## config.mk

```make
export PLATFORM = sky130hd
export DESIGN_NAME = sr_bank_arbiter_flat
export DESIGN_NICKNAME = d
export VERILOG_FILES = /design/src/rtl/sr_bank_pkg.sv /design/src/rtl/sr_bank_arbiter_if.sv /design/src/rtl/sr_bank_arbiter_cell.sv /design/src/rtl/sr_bank_arbiter.sv /design/src/flat_wrapper.sv
export SDC_FILE = /design/constraint.sdc
export NUM_CORES = 1
export LEC_CHECK = 0
export ABC_AREA = 1
export CAP_MARGIN = 20
export CELL_PAD_IN_SITES_DETAIL_PLACEMENT = 0
export CELL_PAD_IN_SITES_GLOBAL_PLACEMENT = 1
export CORE_ASPECT_RATIO = 0.5
export CORE_MARGIN = 3
export CORE_UTILIZATION = 36
export CTS_CLUSTER_DIAMETER = 150
export DETAILED_ROUTE_END_ITERATION = 16
export GPL_TIMING_DRIVEN = 1
export PLACE_DENSITY_LB_ADDON = 0.1
export SLEW_MARGIN = 15
export SYNTH_ARGS = -nofsm -noshare
export SYNTH_HDL_FRONTEND = slang
export SYNTH_SLANG_ARGS = --single-unit
```

## constraint.sdc

```tcl
create_clock -name clk -period 2.6 [get_ports clk]
set_input_delay 0.52 -clock clk [delete_from_list [all_inputs] [get_ports clk]]
set_output_delay 0.52 -clock clk [all_outputs]
set_load 0.005 [all_outputs]
```

## src/rtl/sr_bank_pkg.sv

```systemverilog
// Shared definitions for the SR flag bank arbiter: command encodings and FSM states.
package sr_bank_pkg;

    typedef logic [1:0] cmd_t;

    localparam cmd_t CMD_HOLD = 2'b00;
    localparam cmd_t CMD_SET  = 2'b01;
    localparam cmd_t CMD_RST  = 2'b10;
    localparam cmd_t CMD_ILL  = 2'b11;

    typedef enum logic [1:0] {
        IDLE  = 2'd0,
        GRANT = 2'd1,
        APPLY = 2'd2
    } state_t;

endpackage

```

## src/rtl/sr_bank_arbiter_if.sv

```systemverilog
// Request/grant and flag-bank signal bundle between requesters and the bank arbiter.
interface sr_bank_arbiter_if #(
    parameter int NREQ  = 4,
    parameter int NBITS = 8,
    parameter int AW    = $clog2(NBITS)
);
    localparam int EW = $clog2(NREQ);

    logic [NREQ-1:0]    req;
    logic [2*NREQ-1:0]  cmd;
    logic [AW*NREQ-1:0] addr;
    logic [NREQ-1:0]    gnt;
    logic [NBITS-1:0]   s_vec;
    logic [NBITS-1:0]   r_vec;
    logic [NBITS-1:0]   q;
    logic [NBITS-1:0]   qbar;
    logic               err;
    logic [EW-1:0]      err_src;
    logic               busy;

    modport master (
        output req, cmd, addr,
        input  gnt, s_vec, r_vec, q, qbar, err, err_src, busy
    );

    modport slave (
        input  req, cmd, addr,
        output gnt, s_vec, r_vec, q, qbar, err, err_src, busy
    );

endinterface

```

## src/rtl/sr_bank_arbiter_cell.sv

```systemverilog
// One clocked SR flag; simultaneous set and reset leave the flag unchanged.
module sr_cell (
    input  logic clk,
    input  logic rst,
    input  logic s,
    input  logic r,
    output logic q,
    output logic qbar
);

    logic r_q;

    always_ff @(posedge clk) begin
        if (rst) begin
            r_q <= 1'b0;
        end else if (s && !r) begin
            r_q <= 1'b1;
        end else if (r && !s) begin
            r_q <= 1'b0;
        end
    end

    assign q    = r_q;
    assign qbar = ~r_q;

endmodule

```

## src/rtl/sr_bank_arbiter.sv

```systemverilog
// Round-robin arbiter that serialises set/reset commands from NREQ requesters
// into a bank of SR flags, one command every three cycles.
module sr_bank_arbiter
    import sr_bank_pkg::*;
#(
    parameter int NREQ  = 4,
    parameter int NBITS = 8,
    parameter int AW    = $clog2(NBITS)
) (
    input  logic              clk,
    input  logic              rst,
    sr_bank_arbiter_if.slave  bank
);

    localparam int PW = $clog2(NREQ);

    state_t r_state;
    state_t w_state_next;

    logic [PW-1:0]    r_ptr;
    logic [PW-1:0]    r_win;
    cmd_t             r_cmd;
    logic [AW-1:0]    r_addr;
    logic [NREQ-1:0]  r_gnt;
    logic [NBITS-1:0] r_s_vec;
    logic [NBITS-1:0] r_r_vec;
    logic             r_err;
    logic [PW-1:0]    r_err_src;

    logic             w_any;
    logic [PW-1:0]    w_win;
    logic             w_addr_ok;
    logic [PW-1:0]    w_ptr_next;
    cmd_t             w_cmd_arr  [NREQ];
    logic [AW-1:0]    w_addr_arr [NREQ];
    logic [NBITS-1:0] w_q;
    logic [NBITS-1:0] w_qbar;

    genvar gi;
    generate
        for (gi = 0; gi < NREQ; gi++) begin : g_unpack
            assign w_cmd_arr[gi]  = bank.cmd[2*gi +: 2];
            assign w_addr_arr[gi] = bank.addr[AW*gi +: AW];
        end
    endgenerate

    // First asserted request at or after ptr, wrapping modulo NREQ.
    always_comb begin
        w_any = 1'b0;
        w_win = '0;
        for (int k = 0; k < NREQ; k++) begin
            if (!w_any && bank.req[(int'(r_ptr) + k) % NREQ]) begin
                w_any = 1'b1;
                w_win = PW'((int'(r_ptr) + k) % NREQ);
            end
        end
    end

    // Only reachable when NBITS is not a power of two; such commands act as hold.
    assign w_addr_ok  = ({1'b0, r_addr} < (AW+1)'(NBITS));
    assign w_ptr_next = (r_win == PW'(NREQ - 1)) ? '0 : r_win + PW'(1);

    always_ff @(posedge clk) begin
        if (rst) begin
            r_state <= IDLE;
        end else begin
            r_state <= w_state_next;
        end
    end

    always_comb begin
        w_state_next = r_state;
        case (r_state)
            IDLE:    if (w_any) w_state_next = GRANT;
            GRANT:   w_state_next = APPLY;
            APPLY:   w_state_next = IDLE;
            default: w_state_next = IDLE;
        endcase
    end

    always_ff @(posedge clk) begin
        if (rst) begin
            r_ptr     <= '0;
            r_win     <= '0;
            r_cmd     <= CMD_HOLD;
            r_addr    <= '0;
            r_gnt     <= '0;
            r_s_vec   <= '0;
            r_r_vec   <= '0;
            r_err     <= 1'b0;
            r_err_src <= '0;
        end else begin
            r_gnt   <= '0;
            r_s_vec <= '0;
            r_r_vec <= '0;
            case (r_state)
                IDLE: begin
                    if (w_any) begin
                        r_win  <= w_win;
                        r_cmd  <= w_cmd_arr[w_win];
                        r_addr <= w_addr_arr[w_win];
                        r_gnt  <= NREQ'(1) << w_win;
                    end
                end
                GRANT: begin
                    r_ptr <= w_ptr_next;
                    if (w_addr_ok) begin
                        case (r_cmd)
                            CMD_SET: r_s_vec <= NBITS'(1) << r_addr;
                            CMD_RST: r_r_vec <= NBITS'(1) << r_addr;
                            CMD_ILL: begin
                                r_err <= 1'b1;
                                if (!r_err) r_err_src <= r_win;
                            end
                            default: ;
                        endcase
                    end
                end
                default: ;
            endcase
        end
    end

    generate
        for (gi = 0; gi < NBITS; gi++) begin : g_cell
            sr_cell u_cell (
                .clk  (clk),
                .rst  (rst),
                .s    (r_s_vec[gi]),
                .r    (r_r_vec[gi]),
                .q    (w_q[gi]),
                .qbar (w_qbar[gi])
            );
        end
    endgenerate

    assign bank.gnt     = r_gnt;
    assign bank.s_vec   = r_s_vec;
    assign bank.r_vec   = r_r_vec;
    assign bank.q       = w_q;
    assign bank.qbar    = w_qbar;
    assign bank.err     = r_err;
    assign bank.err_src = r_err_src;
    assign bank.busy    = (r_state != IDLE);

endmodule

```

## src/flat_wrapper.sv

```systemverilog
// flat-port wrapper written by rule: the top's interface ports become plain ports
module sr_bank_arbiter_flat import sr_bank_pkg::*;
#(
    parameter int NREQ  = 4,
    parameter int NBITS = 8,
    parameter int AW    = $clog2(NBITS)
)
  (clk, rst, bank_req, bank_cmd, bank_addr, bank_gnt, bank_s_vec, bank_r_vec, bank_q, bank_qbar, bank_err, bank_err_src, bank_busy);
  sr_bank_arbiter_if #(.NREQ(NREQ), .NBITS(NBITS), .AW(AW)) bank_i ();
  input  logic clk;
  input  logic rst;
  input wire logic [$bits(bank_i.req)-1:0] bank_req;
  input wire logic [$bits(bank_i.cmd)-1:0] bank_cmd;
  input wire logic [$bits(bank_i.addr)-1:0] bank_addr;
  output wire logic [$bits(bank_i.gnt)-1:0] bank_gnt;
  output wire logic [$bits(bank_i.s_vec)-1:0] bank_s_vec;
  output wire logic [$bits(bank_i.r_vec)-1:0] bank_r_vec;
  output wire logic [$bits(bank_i.q)-1:0] bank_q;
  output wire logic [$bits(bank_i.qbar)-1:0] bank_qbar;
  output wire logic [$bits(bank_i.err)-1:0] bank_err;
  output wire logic [$bits(bank_i.err_src)-1:0] bank_err_src;
  output wire logic [$bits(bank_i.busy)-1:0] bank_busy;
  assign bank_i.req = bank_req;
  assign bank_i.cmd = bank_cmd;
  assign bank_i.addr = bank_addr;
  assign bank_gnt = bank_i.gnt;
  assign bank_s_vec = bank_i.s_vec;
  assign bank_r_vec = bank_i.r_vec;
  assign bank_q = bank_i.q;
  assign bank_qbar = bank_i.qbar;
  assign bank_err = bank_i.err;
  assign bank_err_src = bank_i.err_src;
  assign bank_busy = bank_i.busy;
  sr_bank_arbiter #(.NREQ(NREQ), .NBITS(NBITS), .AW(AW)) u_core (.clk(clk), .rst(rst), .bank(bank_i));
endmodule
```

Word-level counts from Yosys, hierarchy flattened
Cells that the tools add are included.

word-level totals
  memories kept = 0
  word-level logic and storage cells = 154
  output and inout bits = 40
  bits in latches = 0
  ROM bits = 0
  bits in registers = 42
  memory bits (writable) = 0
  input port bits = 26

cells by class
  add/subtract/negate cells = 4
  multiply operators = 0
  mux-type cells = 44
  div/mod/pow operators = 0
  bitwise logic cells = 18
  reduce and logical (&&, ||, !) cells = 57
  shifts and indexed selects = 2
  order comparisons = 5
  equal/unequal tests = 6

operators with widths
  cell                 number
  $mux 1               27
  $logic_and 1x1->1    19
  $logic_not 1->1      19
  $reduce_bool 2->1    9
  $mux 2               8
  $not 1->1            14
  $lt 3x4->1 const B   3
  $reduce_or 3->1      3
  $bmux 1 s2           4
  $shl 1x3->8 const A  1
  $bmux 3 s2           1
  $eq 2x2->1 const B   3
  $mux 3               2
  $reduce_or 2->1      3
  $add 2x1->2 const B  2
  $add 2x2->2 const B  2
  $bmux 2 s2           1
  $eq 2x1->1 const B   2
  $pmux 2 s2           1
  $reduce_and 2->1     2
  $shl 1x2->4 const A  1
  $and 1x1->1 const A  3
  $ge 3x3->1 const B   1
  $lt 2x3->1 const B   1
  4 further kinds      4

Longest topological paths before layout
Gate-level depths: netlist of the first run.

  depth in word-level cells = 18
  depth in mapped cells = 15
  gate-level depth less buffers = 14

By module
Synthesis of the first run repeated with hierarchy kept, for this count alone.

second synthesis, totals
  cells, all modules = 312
  area, all modules = 2157.1 um^2

by module, submodules not included
  module           times used  area each (um^2)  cells each
  sr_bank_arbiter  1           1626.6            240
  sr_cell          8           66.3              9

Least setup slack after synthesis of the first run
Ideal clock, no wire load.

  path kind = input-to-reg
  from = input bank_req[3]
  to = register u_core.r_addr[0]
  required time = 2.491 ns
  setup time = 0.109 ns
  setup slack = 0.962 ns
  arrival = 1.529 ns
  stages on the path = 13
  cells stage by stage = inv_1 -> nand2_1 -> nand3_2 -> nand2_2 -> nor2_4 -> nand3_2 -> nand2_2 -> buf_4 -> nand3_1 -> nand3_1 -> nand3_1 -> nand2_1 -> inv_1

between the ends
  word-level cells in the longest chain between the ends = 16

ends and longest elaborated chain
  what                                       line                    RTL
  start: declaration                         flat_wrapper.sv:12      input wire logic [$bits(bank_i.req)-1:0] bank_req;
  $bmux 1 s2                                 sr_bank_arbiter.sv:52   if (!w_any && bank.req[(int'(r_ptr) + k) % NREQ]) begin
  $mux 1 (implied by the code)               sr_bank_arbiter.sv:52
  $mux 1                                     sr_bank_arbiter.sv:52
  $logic_not 1->1                            sr_bank_arbiter.sv:52
  $logic_and 1x1->1                          sr_bank_arbiter.sv:52
  $mux 1                                     sr_bank_arbiter.sv:52
  $logic_not 1->1                            sr_bank_arbiter.sv:52
  $logic_and 1x1->1                          sr_bank_arbiter.sv:52
  $mux 1                                     sr_bank_arbiter.sv:52
  $logic_not 1->1                            sr_bank_arbiter.sv:52
  $logic_and 1x1->1                          sr_bank_arbiter.sv:52
  $mux 2                                     sr_bank_arbiter.sv:52
  $not 2->3 (implied by the code)            sr_bank_arbiter.sv:101  r_addr <= w_addr_arr[w_win];
  $bmux 3 s2                                 sr_bank_arbiter.sv:101
  $mux 3 (implied by the code) (2 in a row)  sr_bank_arbiter.sv:101
  end signal: assignment                     sr_bank_arbiter.sv:101
  end: declaration                           sr_bank_arbiter.sv:23   logic [AW-1:0] r_addr;

Several ways; a longest one is shown, not always the timed one. The select of a mux whose other input is x is not followed.
A chain may end at the register's enable or synchronous reset.

Worst setup path in the final report of the first run
  from = register u_core.r_ptr[0]
  to = register u_core.r_addr[2]

between the ends
  word-level cells in the longest chain between the ends = 16

ends and longest elaborated chain
  what                                                             line                                          RTL
  start: declaration                                               sr_bank_arbiter.sv:20                         logic [PW-1:0] r_ptr;
  start signal: assignment                                         sr_bank_arbiter.sv:106                        r_ptr <= w_ptr_next;
  $add 2x1->2 or $bmux 1 s2 (tied branches)                        sr_bank_arbiter.sv:52, sr_bank_arbiter.sv:54
  $bmux 1 s2 or $mux 1 (tied branches)                             sr_bank_arbiter.sv:52
  $mux 1 (implied by the code)                                     sr_bank_arbiter.sv:52
  $mux 1 (implied by the code) or $logic_not 1->1 (tied branches)  sr_bank_arbiter.sv:52
  $logic_and 1x1->1                                                sr_bank_arbiter.sv:52
  $mux 1                                                           sr_bank_arbiter.sv:52
  $logic_not 1->1                                                  sr_bank_arbiter.sv:52
  $logic_and 1x1->1                                                sr_bank_arbiter.sv:52
  $mux 1                                                           sr_bank_arbiter.sv:52
  $logic_not 1->1                                                  sr_bank_arbiter.sv:52
  $logic_and 1x1->1                                                sr_bank_arbiter.sv:52
  $mux 2                                                           sr_bank_arbiter.sv:52
  $not 2->3 (implied by the code)                                  sr_bank_arbiter.sv:101
  $bmux 3 s2                                                       sr_bank_arbiter.sv:101
  $mux 3 (implied by the code) (2 in a row)                        sr_bank_arbiter.sv:101

Several ways; a longest one is shown, not always the timed one. The select of a mux whose other input is x is not followed.

==> results, run 1 <==
- The flow ran to the end, and the final reports show no timing, DRC or antenna violations.
- The filler cells instantiated in the layout total 585.
- Subtracting the final worst setup slack from the clock period gives 2.20 ns.
- The highest ir drop seen on vdd is 0.000322 V.
- The cell count after synthesis came out at 315.
- The analysis attributes to net switching a power of 883 uW.
- In the routed design, unresolved DRC markers number 0.
- Clock tree synthesis selected as its root buffer the cell sky130_fd_sc_hd__clkbuf_16.
- The first global-routing pass estimated 7090 um of wire.
- The leftover overflow at the end of global routing is 0.
- The internal portion of the total power is 1440 uW.
- The clock network power share is 24.3%.
- In this run the count of I/O pins placed on the die edge is 66.
- The number of storage elements in the synthesis netlist is 42.
- Data on the critical path is required at its endpoint by 2.77 ns.
- The number of hold buffers added after CTS was 0.
- The maximum root-to-sink buffer count is 2.
- The number of iterations in the first detailed-routing pass is 4.
- The leading cell type in the layout, fill and taps excluded is sky130_fd_sc_hd__clkdlybuf4s50_1.
- The total standard cell area after synthesis is 2250 um2.
- At the worst endpoint, the arrival time is 2.37 ns.
- The number of port buffers is 65.
- The max-slew violation count came to 0.
- The cell seen most often among critical-path stages is sky130_fd_sc_hd__nand2_1.
- The final non-filler cell area is 2860 um2.
- The total area of multi-input combinational cells is 906 um2.
- The net count after synthesis is 350.
- On the critical path the largest part of the delay comes from simple AND/OR/NAND/NOR gates.
- The highest attainable clock frequency is 0.455 GHz.
- The clock network latency to the later pin of the worst-skew pair is 0.28 ns.
- The number of setup violations in the final report is 0.
- The post-placement cell area is 2720 um2.
- The power per unit of standard cell area is 813 nW/um2.
- The path type of the worst min-delay path is register to register.
- Registers take 841 um2.
- The clock buffer count from CTS is 5.
- The tool flagged a number of max-cap violations equal to 0.
- Net switching is 38.0% of the power.
- The initial antenna violation count is 0.
- TritonCTS built the clock tree.
- The antenna diode count is 0.
- Once the floorplan was initialized, standard cells occupied 39.1% of the core.
- Walking the worst path, the cells encountered are inv_2 > nand2_1 > nand2_4 > nand2_1 > nand2_1 > a21oi_1 > nand2_1 > nand2_4 > nand2_1 > nand3_1 > nand3_1 > nand2_1 > inv_1.
- The detailed placement HPWL is 3570 um.
- The signed area change from the synthesized netlist to the final layout is 27.2%.
- The clock-pin slew reported for the worst setup and hold paths after clock tree synthesis is 0.06 ns.
- The count of routing violations after the opening detailed-route iteration is 43.
- Combinational logic is responsible for 39.8% of the overall power.
- Of the synthesized area, sequential elements account for 37.4%.
- The routed layout has 1869 vias.
- The routed wirelength normalized by instance count is 10.2 um.
- The clock tree synthesis step divided the H-tree into 2 levels.
- The period utilization is 84.5%.
- The critical path's largest stage delay is 0.58 ns.
- The sink count of the clock tree is 42.
- Measured along the x axis, the die boundary spans 118 um.
- The count of cell types in the netlist is 22.
- The critical path is of the register to register type.
- The routed wire length is 4420 um.
- The site row count is 19.
- The mean area per synthesized cell is 7.13 um2.
- Using the TritonRoute via totals, the vias-per-cell ratio works out to 4.32.
- The normalized max-slew margin is 71.6%.
- For this run, the post-layout net count is 384.
- The die outline area is 7280 um2.
- The worst setup path is captured at a register.
- The final estimated routing congestion in global placement is 0.743.
- Along the worst path, the maximum fanout reaches 14.
- The transition time of the tightest slew-check pin is 0.426 ns.
- In this run the vertical extent of the chip is 61.9 um.
- The count of buffering cells on the critical path with inverters included is 2.
- The via count of the first global-routing pass came to 1617.
- Setup repair after global routing left no endpoint under its margin.
- The total leakage power is 0.00127 uW.
- The sequential group share of total power is 35.9%.
- STA classifies the critical path startpoint as a register.
- Once the clock tree was built, the resizer swapped 0 gates to a different size.
- Global routing consumed, over all layers together, 12.0% of the routing resources.
- The total number of yosys warnings is 0.
- The area of the core region is 5750 um2.
- The top cell types in the final layout, fill and taps aside, are sky130_fd_sc_hd__clkdlybuf4s50_1 (65), sky130_fd_sc_hd__inv_1 (56), sky130_fd_sc_hd__nand2_1 (47), sky130_fd_sc_hd__dfxtp_1 (42).
- The worst-path cell with the longest stage delay is sky130_fd_sc_hd__dfxtp_1.
- Once the clock tree was built, the setup fixing pass inserted 0 buffers.
- For the final database, setup skew stands at 0.00490 ns.
- The fraction of layout cells with a size suffix above 1 is 6.30%.
- For the final routed database, the setup TNS stands at 0 ns.
- The count of final hold-check violations is 0.
- Entering global routing, the biggest net connects 15 pins.
- In this run the remaining antenna-violating nets after routing total 0.
-- tightest hold or removal path: cells and delay by family, from the launching register on --
| kind | cells | cell delay, ns |
|---|---|---|
| AOI/OAI and AO/OA | 1 | 0.05 |
| buffers and inverters | 1 | 0.06 |
| DFF | 1 | 0.30 |
-- routing by layer --
metal	vias to the layer above	track usage, %	part of all wire, %
met3	2	3.35	6.0
met5	-	0	0
li1	1012	-	-
met4	0	4.00	0.43
met2	56	19.6	42
met1	799	15.7	52
-- registers in the layout, indices dropped and copies added, names as in the netlist --
name                    flops
u_core.bank.s_vec           8
u_core.r_ptr                2
u_core.bank.err_src         2
u_core.bank.r_vec           8
u_core.bank.err             1
u_core.r_win                2
u_core.r_addr               3
u_core.g_cell.u_cell.q      8
u_core.r_cmd                2
u_core.bank.gnt             4
u_core.r_state              2
-- path summary, 6_finish.rpt --
path              cells after the start                      start  slack (ns)                         to
setup reg to reg                     13            u_core.r_ptr[0]        0.40           u_core.r_addr[2]
setup / recovery                     13            u_core.r_ptr[0]        0.40           u_core.r_addr[2]
hold / removal                        2  u_core.g_cell[5].u_cell.q        0.47  u_core.g_cell[5].u_cell.q
hold reg to reg                       2  u_core.g_cell[5].u_cell.q        0.47  u_core.g_cell[5].u_cell.q
-- through the flow --
step	utilization, %	setup WS, ns	hold slack, ns	total power [uW]	std cells
after floorplan	-	0.962	0.445	1550	315
after global placement	47.3	0.229	0.453	1770	426
after detailed placement	47.3	0.175	0.462	1780	426
after CTS	49.7	0.388	0.471	2350	433
after global routing	49.7	0.199	0.492	2510	433
final	49.7	0.402	0.468	2320	433
-- power by group through the flow --
stage                     clock network, uW  registers (uW)  logic (uW)
final                                   565             835         925
after floorplan                           0             822         729
after detailed placement                  0             848         928
after CTS                               586             835         934
after global placement                    0             848         919
after global routing                    607             849        1050
-- layout make-up --
| class | count | share of cell area [%] |
|---|---|---|
| Clock buffer | 5 | 4.38 |
| Tap cell | 84 | 3.68 |
| Timing Repair Buffer | 65 | 22.8 |
| Inverter | 59 | 7.75 |
| Sequential cell | 42 | 29.4 |
| Clock inverter | 2 | 0.350 |
| Multi-Input combinational cell | 176 | 31.7 |
-- synthesized netlist by cell type --
cell type / count / share of area (%)
sky130_fd_sc_hd__inv_1: 56 / 9.4
sky130_fd_sc_hd__nand2_1: 47 / 7.9
sky130_fd_sc_hd__dfxtp_1: 42 / 37
sky130_fd_sc_hd__buf_4: 34 / 11
sky130_fd_sc_hd__nand3_1: 34 / 7.6
sky130_fd_sc_hd__nor2_1: 34 / 5.7
sky130_fd_sc_hd__a21oi_1: 17 / 3.8
sky130_fd_sc_hd__o21ai_0: 12 / 2.7
sky130_fd_sc_hd__ha_1: 9 / 5.0
sky130_fd_sc_hd__nand2_2: 6 / 1.7
sky130_fd_sc_hd__nand3b_1: 6 / 2.0
sky130_fd_sc_hd__inv_2: 3 / 0.50
sky130_fd_sc_hd__nand3_2: 3 / 1.3
sky130_fd_sc_hd__clkbuf_1: 2 / 0.33
sky130_fd_sc_hd__nand2_4: 2 / 1.0
sky130_fd_sc_hd__o21ai_1: 2 / 0.45
sky130_fd_sc_hd__a31oi_1: 1 / 0.28
sky130_fd_sc_hd__buf_2: 1 / 0.22
sky130_fd_sc_hd__buf_6: 1 / 0.50
sky130_fd_sc_hd__nand4_1: 1 / 0.28
sky130_fd_sc_hd__nor2_4: 1 / 0.50
sky130_fd_sc_hd__nor3_1: 1 / 0.22
-- kinds of logic after synthesis --
| family | count (synthesis) | share of synthesized area (%) |
|---|---|---|
| buffers and inverters | 97 | 22.3 |
| DFF | 42 | 37.4 |
| adders and majority gates | 9 | 5.01 |
| and+or+nand+nor | 135 | 28.1 |
| AOI/OAI and AO/OA | 32 | 7.18 |
Note: power is estimated with default switching activity, not from simulation.
==> inputs of run 2 (changes only) <==
- CORE_UTILIZATION: 36 -> 33
- clock period: 2.6 -> 2.2 ns (I/O delays scaled with it)
==> run 2 against run 1 <==
Compared with the run above: register-to-register slack about the same; cell count increased by 1.6%; combinational power increased by 23%; wire length increased by 5.8%; sequential share of layout area decreased by 0.28 points; core utilization decreased by 4.1 points; global-route usage increased by 0.55 points; worst setup slack got worse by 0.13 ns; clock power increased by 19%; die area increased by 8.4%; flip-flop and latch count unchanged; clock skew increased by 0.0012 ns; largest power group unchanged.
==> results, run 2 (same netlist as run 1, synthesis figures left out) <==
- The flow ran to the end, and the final reports show no timing, DRC or antenna violations.
- The total area of multi-input combinational cells is 906 um2.
- Setup repair after global routing left no endpoint under its margin.
- The maximum root-to-sink buffer count is 2.
- The data arrival time of the worst path is 2.11 ns.
- The path type of the worst min-delay path is register to register.
- After detailed routing, the number of remaining DRC violations is 0.
- In the global route stage, overall resource usage came out at 12.5%.
- The starting density of the core is 35.5%.
- At the pin with the least slew margin, the transition time is 0.433 ns.
- The number of setup violations in the final report is 0.
- The overall die height is 64.4 um.
- For this run, the slowest stage of the critical path takes 0.48 ns.
- Along the worst path, the maximum fanout reaches 11.
- The quantity of gates resized following cts is 0.
- The final estimated routing congestion in global placement is 0.753.
- Counting I/O delays and the setup requirement, the final critical path takes 1.93 ns.
- In the routed layout, each cell is associated on average with a via count of 4.38.
- The H-tree generated during clock tree synthesis spans 2 levels.
- The floorplan die width is 123 um.
- Input and output buffers added on the ports amount to 65.
- Among the stages of the critical path, the cell type that occurs most often is sky130_fd_sc_hd__nand2_1.
- The fraction of layout cells with a size suffix above 1 is 7.10%.
- In the layout the commonest cells are sky130_fd_sc_hd__clkdlybuf4s50_1 (65), sky130_fd_sc_hd__inv_1 (56), sky130_fd_sc_hd__nand2_1 (47), sky130_fd_sc_hd__dfxtp_1 (42).
- The worst clock skew is 0.00609 ns.
- The clock-pin slew reported for the worst setup and hold paths after clock tree synthesis is 0.06 ns.
- The via count of the first global-routing pass is 1788.
- The sink count of the clock tree is 42.
- The leftover overflow at the end of global routing is 0.
- The number of post-CTS setup repair buffers is 0.
- The number of iterations in the first detailed-routing pass is 4.
- The highest ir drop seen on vdd is 0.000313 V.
- The count of final hold-check violations came to 0.
- The worst-path cell with the longest stage delay is sky130_fd_sc_hd__clkdlybuf4s50_1.
- The kind of end point of the critical path is a register.
- STA puts the critical path data required time at 2.38 ns.
- The count of routing violations after the opening detailed-route iteration is 56.
- For the worst-skew pair, the clock arrives at the later sink with an insertion delay of 0.28 ns.
- Summed over all cells, the static leakage comes to 0.00128 uW.
- The clock tree from TritonCTS is yes.
- Entering global routing, the biggest net connects 15 pins.
- The top-level port count is 66.
- The non-filler instance count after layout is 440.
- The routed design has 4680 um of wire.
- After detailed routing, the average wire length per cell comes to 10.6 um.
- Static timing analysis puts the maximum clock frequency at 0.518 GHz.
- The sequential cells in the finished layout cover a total of 841 um2.
- The critical path start-end classification is primary input to register.
- The net count of the finished layout is 387.
- The kind of start point of the critical path is a primary input.
- Buffers inserted to repair hold after CTS numbered 0.
- For the final routed database, the setup TNS stands at 0 ns.
- The initial antenna violation count was 0.
- The site row count is 20.
- The routed layout has 1928 vias.
- Leaving out fill and tap cells, the most frequent cell in the layout is sky130_fd_sc_hd__clkdlybuf4s50_1.
- The die covers 7900 um2.
- 0 antenna diodes ended up in the layout.
- The detailed placement HPWL is 3800 um.
- The core region is 6330 um2.
- The worst path uses 87.8% of the clock period.
- The layout has 634 filler cells.
- Once detail routing completed, the nets flagged for antenna violations numbered 0.
- The total instance count after detailed placement is 433.
- The clock buffer count from CTS is 5.
- The number of maximum-capacitance constraint violations is 0.
- Relative to the synthesized area, the layout overhead comes to 28.5%.
- The critical path goes through clkdlybuf4s50_1 > inv_1 > nand2_1 > nand3_2 > nand2_2 > nor2_1 > nor2_1 > nand2_2 > nand2_4 > nand2_1 > nand3_1 > nand3_1 > nand2_1 > inv_1.
- The root buffer selected by CTS is sky130_fd_sc_hd__clkbuf_16.
- Headroom to the max-slew limit came out at 71.1%.
- The power per unit of standard cell area is 965 nW/um2.
- The max-slew violation count came to 0.
- The first global-routing pass estimated 7980 um of wire.
## run 2: changes by cell type in the layout (fill, tap and decap cells not counted)
cell | previous run | this run
sky130_fd_sc_hd__buf_4 | 0 | 3
## run 2: worst paths after layout
check / startpoint / to / slack (ns) / cells after the start
max reg2reg: u_core.r_ptr[1] / u_core.r_addr[0] / 0.41 / 14
min reg2reg: u_core.g_cell[2].u_cell.q / u_core.g_cell[2].u_cell.q / 0.46 / 2
min: u_core.g_cell[2].u_cell.q / u_core.g_cell[2].u_cell.q / 0.46 / 2
max: bank_req[3] / u_core.r_addr[0] / 0.27 / 14
## run 2: layout make-up
cell class,count,area share (%)
Clock buffer,5,4.33
Clock inverter,2,0.347
Inverter,59,7.67
Multi-Input combinational cell,176,31.4
Sequential cell,42,29.1
Tap cell,88,3.81
Timing Repair Buffer,68,23.3
## run 2: power breakdown
part           leakage (uW)  switching, uW  internal (uW)
Sequential         0.000341           95.3            883
Combinational      0.000872            698            438
Clock             0.0000694            264            409
## run 2: routing by layer
layer  vias up  track usage, %  wire, um
met5         -               0         0
met2        56            19.5      1980
met4         0            4.18        66
li1       1015               -         -
met3         8            3.09       283
met1       849            16.9      2340
## run 2: worst max-delay path, delay by kind of cell
family / cells / cell delay, ns
and+or+nand+nor: 11 / 1.08
buffers and inverters: 3 / 0.57
## run 2: through the flow
step	hold slack (ns)	cell area [um2]	util [%]	power, uW	setup slack (ns)
6_report	0.465	2890	45.6	2790	0.268
5_1_grt	0.479	2890	45.6	3020	0.0451
4_1_cts	0.469	2890	45.6	2820	0.258
3_5_place_dp	0.461	2750	43.5	2130	-0.0361
3_3_place_gp	0.452	2750	43.5	2120	0.0130
2_1_floorplan	0.445	2250	-	1830	0.642
==> inputs of run 3 (changes only) <==
- ABC_CLOCK_PERIOD_IN_PS: not set -> 2200
- MAX_ROUTING_LAYER: not set -> met4
- SKIP_LAST_GASP: not set -> 1
==> run 3 against run 2 <==
Compared with the run above: non-clock buffer count unchanged; highest routed layer unchanged; via count is essentially flat; sequential power is essentially flat; clock skew is essentially flat; design area is the same; global-route usage is 0.35 points higher; largest power group unchanged; hold slack stayed put; combinational power barely moved.
==> results, run 3 (same netlist as run 1, synthesis figures left out) <==
- The number of cells on the critical path is 14.
- Setup repair after global routing left no endpoint under its margin.
- The highest metal layer carrying signal wires in the routed design is met4.
- Overall power consumption after layout is estimated at 2790 uW.
- The worst-case IR drop observed on VDD is 0.000313 V.
- The total global-route track usage is 12.9%.
- The H-tree was split into 2 levels.
- The site row count is 20.
- The power per unit of standard cell area is 965 nW/um2.
- The cell seen most often among critical-path stages is sky130_fd_sc_hd__nand2_1.
- Once the clock tree was built, the setup fixing pass inserted 0 buffers.
- The antenna diode count is 0.
- The clock tree from TritonCTS is yes.
- The max-slew violation count is 0.
- After global routing the overflow that remains totals 0.
- On the critical path, the stage with the largest delay is an instance of sky130_fd_sc_hd__clkdlybuf4s50_1.
- The first detailed-routing pass took 4 iterations.
- The overall die height is 64.4 um.
- The routed design uses 263 um of met3 wire.
- The wire length of the first global-routing pass is 7980 um.
- Setup violations remaining at the end of the flow were counted as 0.
- The pin count of the biggest net entering global routing is 15.
- The die covers 7900 um2.
- The worst clock skew is 0.00604 ns.
- The kind of end point of the critical path is a register.
- In this run the deepest clock path goes through 2 buffers.
- In this run, post-CTS hold repair placed 0 buffers.
- The routed layout has 1927 vias.
- Buffers inserted during clock tree synthesis total 5.
- STA classifies the critical path startpoint as a primary input.
- Buffers placed on the I/O ports in this run total 65.
- For the worst-skew pair, the clock arrives at the later sink with an insertion delay of 0.28 ns.
- The count of final hold-check violations is 0.
- Summed over all cells, the static leakage comes to 0.00128 uW.
- The normalized max-slew margin is 71.1%.
- The post-layout minimum cycle time is 1.93 ns.
- The detail-routed via count per cell is 4.38.
- The tree built by TritonCTS fans out to 42 sinks.
- The setup TNS is 0 ns.
- Compared with the post-synthesis result, the final layout area differs by 28.5%.
- Traced cell by cell, the critical path runs through clkdlybuf4s50_1 > inv_1 > nand2_1 > nand3_2 > nand2_2 > nor2_1 > nor2_1 > nand2_2 > nand2_4 > nand2_1 > nand3_1 > nand3_1 > nand2_1 > inv_1.
- The initial antenna violation count is 0.
- The number of maximum-capacitance constraint violations is 0.
- The routed wire length is 4670 um.
- The net count of the finished layout is 387.
- The routed metal-1 wirelength is 2360 um.
- The final-layout fill cell count is 634.
- The final estimated routing congestion in global placement is 0.763.
- The number of design rule violations left after detail routing is 0.
- The highest attainable clock frequency is 0.518 GHz.
- The maximum fanout along the worst path is 11.
- The data arrival time of the worst path is 2.11 ns.
- The HPWL after detailed placement is 3800 um.
- The period utilization is 87.8%.
- The count of buffering cells on the critical path with inverters included is 3.
- The fraction of layout cells with a size suffix above 1 is 7.10%.
- CTS placed an instance of sky130_fd_sc_hd__clkbuf_16 at the clock tree root.
- The cell depth of the worst hold path is 2.
- The core region is 6330 um2.
- The routed wirelength normalized by instance count is 10.6 um.
- The flow ran to the end, and the final reports show no timing, DRC or antenna violations.
- The path class of the tightest hold or removal check is register to register.
- The cell type group with the largest total delay on the critical path is simple AND/OR/NAND/NOR gates.
- The top-level port count is 66.
- The die is 123 um wide.
- The clock-pin slew reported for the worst setup and hold paths after clock tree synthesis is 0.06 ns.
- The critical path start-end classification is primary input to register.
- In the layout the commonest cells are sky130_fd_sc_hd__clkdlybuf4s50_1 (65), sky130_fd_sc_hd__inv_1 (56), sky130_fd_sc_hd__nand2_1 (47), sky130_fd_sc_hd__dfxtp_1 (42).
- Gates resized during post-CTS repair numbered 0.
- The via count of the first global-routing pass is 1788.
- The starting density of the core is 35.5%.
- The count of routing violations after the opening detailed-route iteration is 56.
- After detailed routing, the met2 layer carries 1980 um of wire.
- Leaving out fill and tap cells, the most frequent cell in the layout is sky130_fd_sc_hd__clkdlybuf4s50_1.
- The critical path's largest stage delay is 0.48 ns.
- The critical path data required time is 2.38 ns.
- For the pin with the worst max-slew slack, the measured transition is 0.433 ns.
- The count of nets left with antenna violations once routing finished came out at 0.
- The number of cells on the worst reg-to-reg path is 14.
==> run 3: worst paths after layout <==
kind                                   from                        end  slack (ns)
hold reg to reg   u_core.g_cell[2].u_cell.q  u_core.g_cell[2].u_cell.q        0.46
setup / recovery                bank_req[1]           u_core.r_addr[0]        0.27
hold / removal    u_core.g_cell[2].u_cell.q  u_core.g_cell[2].u_cell.q        0.46
setup reg to reg            u_core.r_ptr[1]           u_core.r_addr[0]        0.41
==> run 3: where the power goes <==
| part | switching, uW | internal, uW |
|---|---|---|
| Combinational | 697 | 438 |
| Sequential | 95.4 | 883 |
| Clock | 263 | 409 |
==> run 3: per-stage QoR <==
step	setup slack [ns]	hold WS, ns	area (um2)	cells	utilization [%]
after floorplan	0.642	0.445	2250	315	-
after global placement	0.0130	0.452	2750	433	43.5
after detailed placement	-0.0361	0.461	2750	433	43.5
after CTS	0.258	0.469	2890	440	45.6
after global routing	0.0451	0.479	2890	440	45.6
final	0.268	0.465	2890	440	45.6
==> run 3: cell type report <==
class / count / area [um2] / area share, %
Clock buffer: 5 / 125 / 4.33
Inverter: 59 / 221 / 7.67
Multi-Input combinational cell: 176 / 906 / 31.4
Timing Repair Buffer: 68 / 673 / 23.3
Clock inverter: 2 / 10.0 / 0.347
Tap cell: 88 / 110 / 3.81
Sequential cell: 42 / 841 / 29.1
==> run 3: tightest hold or removal path, stage by stage, from the launching register on <==
cell	delay (ns)
sky130_fd_sc_hd__dfxtp_1	0.30
sky130_fd_sc_hd__inv_1	0.06
sky130_fd_sc_hd__a21oi_1	0.05
==> run 3: layer usage <==
| layer | vias to the layer above | global-route usage (%) |
|---|---|---|
| met5 | - | - |
| met4 | 0 | 4.18 |
| met3 | 8 | 2.92 |
| met2 | 57 | 19.5 |
| met1 | 848 | 17.0 |
| li1 | 1014 | - |
